==> src/rtl/uart_cmd_controller.sv <==
// uart_cmd_controller
// Frame-level command engine between uart_top and a start/done coprocessor.
//
// Ports:
//   clk, rst        system clock, asynchronous active-low reset
//   rx_valid/ready  incoming frame handshake; rx_frame holds the whole frame
//   tx_frame        response frame, held from tx_send until the next accept
//   tx_send         one-cycle transmit pulse, never issued while tx_busy=1
//   tx_busy         UART transmitter occupied
//   cop_key/text    register 0 / register 1 contents
//   cop_ld          one-cycle coprocessor start pulse
//   cop_done        coprocessor result valid; cop_result is its output
//   err_count       saturating count of rejected frames and timeouts
//   state_o         current FSM state (IDLE=0, DECODE=1, RUN=2, RESP=3)
//
// Frame layout: byte0 = bits [7:0] = command, bytes 1..FRAME_BYTES-2 = payload
// (byte1 in the payload LSBs), byte FRAME_BYTES-1 = trailer.
//
// Handshake: a frame transfers on a rising edge where rx_valid & rx_ready are
// both high. rx_ready is high only in IDLE, so exactly one frame is taken per
// IDLE visit even if rx_valid stays high; rx_frame is only sampled on that edge.
module uart_cmd_controller #(
  parameter int FRAME_BYTES    = 18,
  parameter int NUM_REGS       = 4,
  parameter int CHECK_MODE     = 0,
  parameter int TIMEOUT_CYCLES = 1024
) (
  input  logic                         clk,
  input  logic                         rst,
  input  logic                         rx_valid,
  input  logic [8*FRAME_BYTES-1:0]     rx_frame,
  output logic                         rx_ready,
  output logic [8*FRAME_BYTES-1:0]     tx_frame,
  output logic                         tx_send,
  input  logic                         tx_busy,
  output logic [8*(FRAME_BYTES-2)-1:0] cop_key,
  output logic [8*(FRAME_BYTES-2)-1:0] cop_text,
  output logic                         cop_ld,
  input  logic                         cop_done,
  input  logic [8*(FRAME_BYTES-2)-1:0] cop_result,
  output logic [7:0]                   err_count,
  output logic [1:0]                   state_o
);

  localparam int PW = 8*(FRAME_BYTES-2);
  localparam int FW = 8*FRAME_BYTES;
  localparam int CW = $clog2(TIMEOUT_CYCLES);
  localparam logic [CW-1:0] CNT_LAST = CW'(TIMEOUT_CYCLES-1);

  localparam logic [7:0] CMD_ECHO  = 8'h41; // 'A'
  localparam logic [7:0] CMD_RES   = 8'h42; // 'B'
  localparam logic [7:0] CMD_ENC   = 8'h45; // 'E'
  localparam logic [7:0] CMD_NAK   = 8'h4E; // 'N'
  localparam logic [7:0] CMD_TOUT  = 8'h54; // 'T'
  localparam logic [7:0] CMD_WR0   = 8'h30; // '0'
  localparam logic [7:0] CMD_RD0   = 8'h61; // 'a'

  typedef enum logic [1:0] {
    IDLE   = 2'd0,
    DECODE = 2'd1,
    RUN    = 2'd2,
    RESP   = 2'd3
  } state_t;

  state_t state_q, state_d;

  logic [FW-1:0]       frm_q;
  logic [PW-1:0]       regs_q [NUM_REGS];
  logic [PW-1:0]       res_q;
  logic [CW-1:0]       cnt_q;

  // Control strobes from the FSM to the datapath.
  logic                frm_ld;
  logic                resp_ld;
  logic [7:0]          resp_cmd;
  logic [PW-1:0]       resp_pl;
  logic                err_inc;
  logic [NUM_REGS-1:0] reg_we;
  logic                res_we;
  logic                cnt_clr;
  logic                cnt_inc;

  logic [7:0]          frm_hdr;
  logic [7:0]          frm_trl;
  logic [PW-1:0]       frm_pl;
  logic                chk_ok;
  logic [NUM_REGS-1:0] wr_sel;
  logic                rd_hit;
  logic [PW-1:0]       rd_val;

  // XOR of a command byte and every payload byte.
  function automatic logic [7:0] byte_xor(input logic [7:0] cmd, input logic [PW-1:0] pl);
    logic [7:0] x;
    x = cmd;
    for (int i = 0; i < FRAME_BYTES-2; i++) begin
      x = x ^ pl[8*i +: 8];
    end
    return x;
  endfunction

  // Trailer that a well-formed frame with this command and payload carries.
  function automatic logic [7:0] trailer_for(input logic [7:0] cmd, input logic [PW-1:0] pl);
    return (CHECK_MODE == 0) ? cmd : byte_xor(cmd, pl);
  endfunction

  assign frm_hdr = frm_q[7:0];
  assign frm_pl  = frm_q[FW-9:8];
  assign frm_trl = frm_q[FW-1 -: 8];
  assign chk_ok  = (frm_trl == trailer_for(frm_hdr, frm_pl));

  // Register-file command decode. Out-of-range indices never match, so they
  // fall through to the unknown-command NAK.
  always_comb begin
    wr_sel = '0;
    rd_hit = 1'b0;
    rd_val = '0;
    for (int k = 0; k < NUM_REGS; k++) begin
      if (frm_hdr == 8'(CMD_WR0 + k)) begin
        wr_sel[k] = 1'b1;
      end
      if (frm_hdr == 8'(CMD_RD0 + k)) begin
        rd_hit = 1'b1;
        rd_val = regs_q[k];
      end
    end
  end

  always_ff @(posedge clk or negedge rst) begin
    if (!rst) begin
      state_q <= IDLE;
    end else begin
      state_q <= state_d;
    end
  end

  always_comb begin
    state_d  = state_q;
    rx_ready = 1'b0;
    cop_ld   = 1'b0;
    tx_send  = 1'b0;
    frm_ld   = 1'b0;
    resp_ld  = 1'b0;
    resp_cmd = 8'h00;
    resp_pl  = '0;
    err_inc  = 1'b0;
    reg_we   = '0;
    res_we   = 1'b0;
    cnt_clr  = 1'b0;
    cnt_inc  = 1'b0;
    case (state_q)
      IDLE: begin
        rx_ready = 1'b1;
        if (rx_valid) begin
          frm_ld  = 1'b1;
          state_d = DECODE;
        end
      end
      DECODE: begin
        state_d = RESP;
        if (!chk_ok) begin
          resp_ld  = 1'b1;
          resp_cmd = CMD_NAK;
          resp_pl  = PW'(frm_hdr);
          err_inc  = 1'b1;
        end else if (frm_hdr == CMD_ECHO) begin
          resp_ld  = 1'b1;
          resp_cmd = CMD_ECHO;
          resp_pl  = frm_pl;
        end else if (frm_hdr == CMD_RES) begin
          resp_ld  = 1'b1;
          resp_cmd = CMD_RES;
          resp_pl  = res_q;
        end else if (frm_hdr == CMD_ENC) begin
          // Start pulse is seen by the coprocessor on the edge leaving DECODE.
          cop_ld  = 1'b1;
          cnt_clr = 1'b1;
          state_d = RUN;
        end else if (|wr_sel) begin
          reg_we  = wr_sel;
          state_d = IDLE;
        end else if (rd_hit) begin
          resp_ld  = 1'b1;
          resp_cmd = frm_hdr;
          resp_pl  = rd_val;
        end else begin
          resp_ld  = 1'b1;
          resp_cmd = CMD_NAK;
          resp_pl  = PW'(frm_hdr);
          err_inc  = 1'b1;
        end
      end
      RUN: begin
        // A done arriving in the last counted cycle still wins over timeout.
        if (cop_done) begin
          res_we   = 1'b1;
          resp_ld  = 1'b1;
          resp_cmd = CMD_ENC;
          resp_pl  = cop_result;
          state_d  = RESP;
        end else if (cnt_q == CNT_LAST) begin
          resp_ld  = 1'b1;
          resp_cmd = CMD_TOUT;
          err_inc  = 1'b1;
          state_d  = RESP;
        end else begin
          cnt_inc = 1'b1;
        end
      end
      RESP: begin
        if (!tx_busy) begin
          tx_send = 1'b1;
          state_d = IDLE;
        end
      end
      default: state_d = IDLE;
    endcase
  end

  always_ff @(posedge clk or negedge rst) begin
    if (!rst) begin
      frm_q     <= '0;
      tx_frame  <= '0;
      res_q     <= '0;
      cnt_q     <= '0;
      err_count <= 8'h00;
      for (int k = 0; k < NUM_REGS; k++) begin
        regs_q[k] <= '0;
      end
    end else begin
      if (frm_ld) begin
        frm_q <= rx_frame;
      end
      if (resp_ld) begin
        tx_frame <= {trailer_for(resp_cmd, resp_pl), resp_pl, resp_cmd};
      end
      for (int k = 0; k < NUM_REGS; k++) begin
        if (reg_we[k]) begin
          regs_q[k] <= frm_pl;
        end
      end
      if (res_we) begin
        res_q <= cop_result;
      end
      if (cnt_clr) begin
        cnt_q <= '0;
      end else if (cnt_inc) begin
        cnt_q <= cnt_q + 1'b1;
      end
      if (err_inc && (err_count != 8'hFF)) begin
        err_count <= err_count + 8'd1;
      end
    end
  end

  assign cop_key  = regs_q[0];
  assign cop_text = regs_q[1];
  assign state_o  = state_q;

endmodule

==> config.mk <==
export PLATFORM = sky130hd
export DESIGN_NAME = uart_cmd_controller
export DESIGN_NICKNAME = d
export VERILOG_FILES = /design/src/rtl/uart_cmd_controller.sv
export SDC_FILE = /design/constraint.sdc
export NUM_CORES = 2
export LEC_CHECK = 0
export CORE_MARGIN = 2
export CORE_UTILIZATION = 50
export CTS_BUF_LIST = sky130_fd_sc_hd__clkbuf_4
export CTS_CLUSTER_DIAMETER = 80
export DETAILED_ROUTE_END_ITERATION = 8
export PLACE_DENSITY = 0.78
export SLEW_MARGIN = 20
export SYNTH_ARGS = -nofsm -noshare
export SYNTH_HDL_FRONTEND = slang
export SYNTH_SLANG_ARGS = --single-unit
==> constraint.sdc <==
create_clock -name clk -period 2.75 [get_ports clk]
set_clock_uncertainty 0.1 [all_clocks]
set_input_delay 0.6875 -clock clk [delete_from_list [all_inputs] [get_ports clk]]
set_output_delay 0.6875 -clock clk [all_outputs]
set_load 0.02 [all_outputs]
Word-level counts from Yosys, hierarchy flattened:

Cells that the tools add are included.

* memory bits (writable): 0
* bits in latches: 0
* memories kept: 0
* memory bits (read-only): 0
* register bits after elaboration: 948
* word-level logic and storage cells: 115
* output and inout bits: 413

* magnitude comparators: 0
* multiply operators: 0
* eq/ne operators: 20
* reduce and logical (&&, ||, !) cells: 5
* muxes and demuxes: 78
* shifts and indexed selects: 0
* bitwise logic cells: 0
* div/mod/pow operators: 0
* add/subtract/negate cells: 2

Operator list (number)
* 2-to-1 mux 128 bit: 11
* case mux 128 bit (2 select lines): 1
* equality test 8 x 7 -> 1 bit (second input constant): 7
* 2-to-1 mux 8 bit: 6
* 2-to-1 mux 1 bit: 37
* equality test 8 x 6 -> 1 bit (second input constant): 4
* 2-to-1 mux 4 bit: 6
* 2-to-1 mux 10 bit: 2
* 2-to-1 mux 2 bit: 9
* case mux 8 bit (2 select lines): 1
* 2-to-1 mux 7 bit: 2
* adder 10 x 1 -> 10 bit (second input constant): 1
* equality test 10 bit (second input constant): 1
* adder 8 x 1 -> 8 bit (second input constant): 1
* equality test 8 bit: 1
* inequality test 8 bit (second input constant): 1
* case mux 2 bit (4 select lines): 1
* equality test 2 bit (second input constant): 2
* inequality test 2 bit (second input constant): 2
* case mux 1 bit (2 select lines): 2
* OR reduction 4 bit: 1
* inequality test 3 bit (second input constant): 1
* AND reduction 3 bit: 1
* equality test 2 x 1 -> 1 bit (second input constant): 1
* 3 further kinds: 3

Depth between registers and ports, before layout:

* depth after elaboration: 13
* mapped depth: 12
* mapped depth without buffers: 8

Least setup slack after synthesis:

No wires, ideal clock.

* path kind: register to output
* from: reg frm_q[4]
* to: out cop_ld
* cell stages (with the launch flop): 9
* path slack: -0.021 ns
* arrival: 1.984 ns
* cells stage by stage: dfrtp_1 buf_6 xor2_1 nor4_2 and4_1 buf_6 nand2_4 nor3_1 clkbuf_1

* word-level cells in the longest chain between the ends: 6

Ends and longest elaborated chain
* from (decl): RTL line 67 `logic [FW-1:0] frm_q;`
* from (signal assigned): RTL line 231 `frm_q <= rx_frame;`
* equality test 8 x 7 -> 1 bit: RTL line 173 `end else if (frm_hdr == CMD_ENC) begin`
* 2-to-1 mux 1 bit: RTL line 173
* 2-to-1 mux 1 bit: RTL line 169 `end else if (frm_hdr == CMD_RES) begin`
* 2-to-1 mux 1 bit: RTL line 165 `end else if (frm_hdr == CMD_ECHO) begin`
* 2-to-1 mux 1 bit *: RTL line 160 `if (!chk_ok) begin`
* 2-to-1 mux 1 bit *: RTL line 150 `case (state_q)`
* to (decl): RTL line 38 `output logic cop_ld,`

Every way passes the cells marked *; elsewhere a longest branch is shown, timed or not.

Final worst setup path:

* from: reg frm_q[3]
* to: out cop_ld

The elaborated chain is that of the path after synthesis.

==> run_results.csv <==
group,metric,value,unit
status,status,"complete, but fails checks",
status,violations,"negative setup slack",
worst_setup_path,crit_chain,"buf_4 > or4b_4 > nor2_4 > inv_2 > nor3_2 > buf_4 > buf_12",
worst_setup_path,crit_slowest_cell,"or4b_4",
final_layout,nets,5063,
worst_setup_path,cp_top_family,"simple AND/OR/NAND/NOR gates",
flow_run,max_cap_viol_count,0,
logic_synthesis,synth.distinct_cells,61,
worst_setup_path,crit_fanout,7,
logic_synthesis,synthCells,3886,
die,num_rows,109,
worst_setup_path,end_kind,"primary output",
clock_tree,clk_latency,1170,ps
sta,slew_violations,0,
logic_synthesis,ys_seq_area_share,52.5,%
sta,slew-limit-headroom,38.2,%
route,avgViaCountPerCell,6.11,
die,die_y,303,µm
logic_synthesis,synth_async_sr_flop_share,100,%
clock_tree,cts.htree.levels,4,
placement,placed_area,0.0520,mm²
final_layout,layout-drive-gt1-share,33.8,%
placement,numPortBuffers,689,
global_route,grt_pass1_wl,231000,µm
global_route,grt_usage,33.2,%
clock_tree,path_clk_slew,60,ps
final_layout,syn2layout_area_growth,33.8,%
sta,setup_violations,389,
die,coreArea,0.0885,mm²
pwr,p_leak,27.7,nW
sta,tns,-120540,ps
logic_synthesis,synthesis.area,0.0448,mm²
final_layout,instances_no_fill,6141,
global_route,antenna_found_initial,19,
clock_tree,cts_tree,"built",
worst_setup_path,critPathRequiredTime,1960,ps
route,drt_iter0_markers,3803,
sta,fin_ws,-876,ps
global_route,grt_max_degree,98,
sta,worst_pin_slew,927,ps
logic_synthesis,synth-seq-cells,940,
logic_synthesis,synth_nets,4169,
placement,gp_congestion,0.904,
clock_tree,cts-buffers-inserted,238,
pwr,power,0.0518,W
route,drt-total-wl,164000,µm
hold_path,holdCritPathClass,"in -> reg",
sta,period_minus_slack,3630,ps
global_route,grt_pass1_vias,37699,
worst_setup_path,cpPeakStageDelay,540,ps
die,die_w,303,µm
route,detail_route.wl_per_cell,26.7,µm
sta,fin_crit_sh,132,%
route,route.detailed.drc,0,
placement,dpl.hpwl,97600,µm
sta,rsz0062_at_grt,"true",
pwr,irDropWorstVdd,630,µV
die,dieArea,0.0920,mm²
placement,dp.cells,5360,
worst_setup_path,path_common_cell,"buf_4",
die,io_pins,690,
final_layout,design_area,0.0599,mm²
clock_tree,root_buffer,"clkbuf_4",
sta,hold_viol,0,
worst_setup_path,crit_type,"reg -> out",
route,drt-pass1-iter-count,6,
route,postRouteAntennaNets,0,
global_route,grt-ovfl-total,0,
route,num_vias,37491,
pwr,power_density,864,mW/mm²
clock_tree,cts_sinks,940,
sta,max_clock_freq,0.276,GHz
worst_setup_path,critPathLaunchType,"flip-flop",
die,start_util,50.6,%
worst_setup_path,worst-path-buf-inv,4,
logic_synthesis,yosys_warnings,0,
logic_synthesis,syn-mean-instance-area,11.5,µm²
logic_synthesis,synth-edff-count,0,
logic_synthesis,synth_ff_type,"dfrtp_1",
clock_tree,clockBufferDepth,3,
worst_setup_path,arrival,2840,ps
## kinds of logic after synthesis
family / after synthesis / share of synthesized area [%]
and+or+nand+nor: 871 / 7.79
xor gates and xnor gates: 21 / 0.411
muxes: 658 / 18.2
buffers and inverters: 568 / 8.33
DFF: 940 / 52.5
AOI/OAI and AO/OA: 822 / 12.5
adders and majority gates: 6 / 0.168
## cell usage after synthesis, drive strengths merged, types with 2 or more instances
cell type	n	area, µm²
and2	4	25.0
nand3	9	50.1
o21a	3	22.5
nor4b	2	17.5
nand4	9	56.3
xor2	10	87.6
o211ai	6	45.0
a21o	125	938
or3	3	18.8
a22o	6	52.6
o31ai	3	22.5
o21ai	147	736
clkbuf	173	649
or2	2	12.5
a21oi	140	704
a211oi	2	15.0
o221ai	247	2160
and4	2	17.5
nor2b	4	25.0
nor4	5	67.6
nand2b	3	18.8
ha	6	75.1
mux2i	2	20.0
nor3b	3	27.5
a22oi	3	22.5
mux2	656	8140
a311oi	2	17.5
nor3	7	35.0
nand3b	2	15.0
xnor2	11	96.3
o2111ai	2	17.5
a31oi	131	820
nand2	539	2030
nor2	273	1030
buf	388	3050
inv	7	26.3
dfrtp	940	23500
## what timing repair did
item,CTS,global route
gates resized for setup,1291,258
hold buffers,222,0
cloned,1,46
setup endpoints to repair,415,626
endpoints found under the hold margin,1260,0
pin swaps,10,11
setup buffers,50,29
## stage by stage
| step | setup WS, ps | utilization [%] | hold WS, ps |
|---|---|---|---|
| 6_report | -876 | 67.7 | 106 |
| 5_1_grt | -1030 | 67.7 | 33.2 |
| 2_1_floorplan | 117 | - | 292 |
| 3_3_place_gp | 54.2 | 58.7 | 358 |
| 3_5_place_dp | 11.6 | 58.7 | 363 |
| 4_1_cts | -998 | 65.1 | 0.427 |
## layout by cell type (no fill, tap or decap), types with 5 or more instances in the layout
| cell | count |
|---|---|
| o221ai_1 | 246 |
| clkbuf_4 | 351 |
| buf_4 | 145 |
| clkinv_2 | 7 |
| dfrtp_1 | 920 |
| o211ai_1 | 6 |
| a21o_1 | 125 |
| a31oi_1 | 131 |
| clkdlybuf4s15_2 | 227 |
| clkbuf_16 | 39 |
| nand2_4 | 5 |
| mux2_4 | 373 |
| mux2_2 | 238 |
| buf_8 | 16 |
| buf_12 | 79 |
| buf_2 | 84 |
| xor2_1 | 8 |
| dfrtp_2 | 18 |
| diode_2 | 17 |
| buf_16 | 15 |
| buf_6 | 19 |
| nor3_1 | 5 |
| clkdlybuf4s15_1 | 81 |
| o21ai_0 | 144 |
| mux2_1 | 45 |
| nand2_1 | 533 |
| dlygate4sd3_1 | 221 |
| clkinv_1 | 47 |
| xnor2_1 | 11 |
| bufinv_16 | 5 |
| clkdlybuf4s50_1 | 275 |
| dlygate4sd2_1 | 14 |
| nand4_1 | 9 |
| nor2_2 | 11 |
| a22o_1 | 6 |
| a21oi_1 | 139 |
| nand3_1 | 6 |
| nor2_1 | 260 |
## registers in the layout, indices dropped and copies added (netlist names), named ones only
signal     flops
cop_key      128
cnt_q         10
tx_frame     136
cop_text     128
regs_q       256
state_o        1
err_count      8
frm_q        144
res_q        128
## layer usage
layer  vias up  share of wire, %  GRT usage [%]
met5         -             0.074              0
met4        18               6.1           19.4
met3       632                11           9.74
met2      2467                46           51.2
met1     18809                38           41.7
li1      15565                 -              -
## cell type report
class / count / area (µm²)
antenna: 17 / 42.5
clock buffer: 351 / 2640
clock inverter: 68 / 440
fill: 6030 / 28600
inverter: 7 / 28.8
multi-input combinational: 2378 / 18400
sequential: 940 / 23600
tap: 1165 / 1460
timing repair buffer: 1215 / 13400
## where the power goes
part	switching, W	total, W	internal [W]
registers	0.00338	0.0204	0.0170
clock network	0.00607	0.0124	0.00629
logic	0.0111	0.0190	0.00798
total	0.0205	0.0518	0.0313
## final timing paths
kind                            cells past startpoint         start          end  slack (ps)
worst max-delay path                                7      frm_q[3]       cop_ld        -880
worst min-delay path                                2  rx_frame[19]    frm_q[19]         110
worst max register to register                     13      frm_q[4]  regs_q[135]        -510
worst min register to register                      2      res_q[7]     res_q[7]         380
max in group asynchronous                           3           rst  tx_frame[8]        1640
min in group asynchronous                           3           rst   frm_q[124]         360
Note: power is estimated with default switching activity, not from simulation.
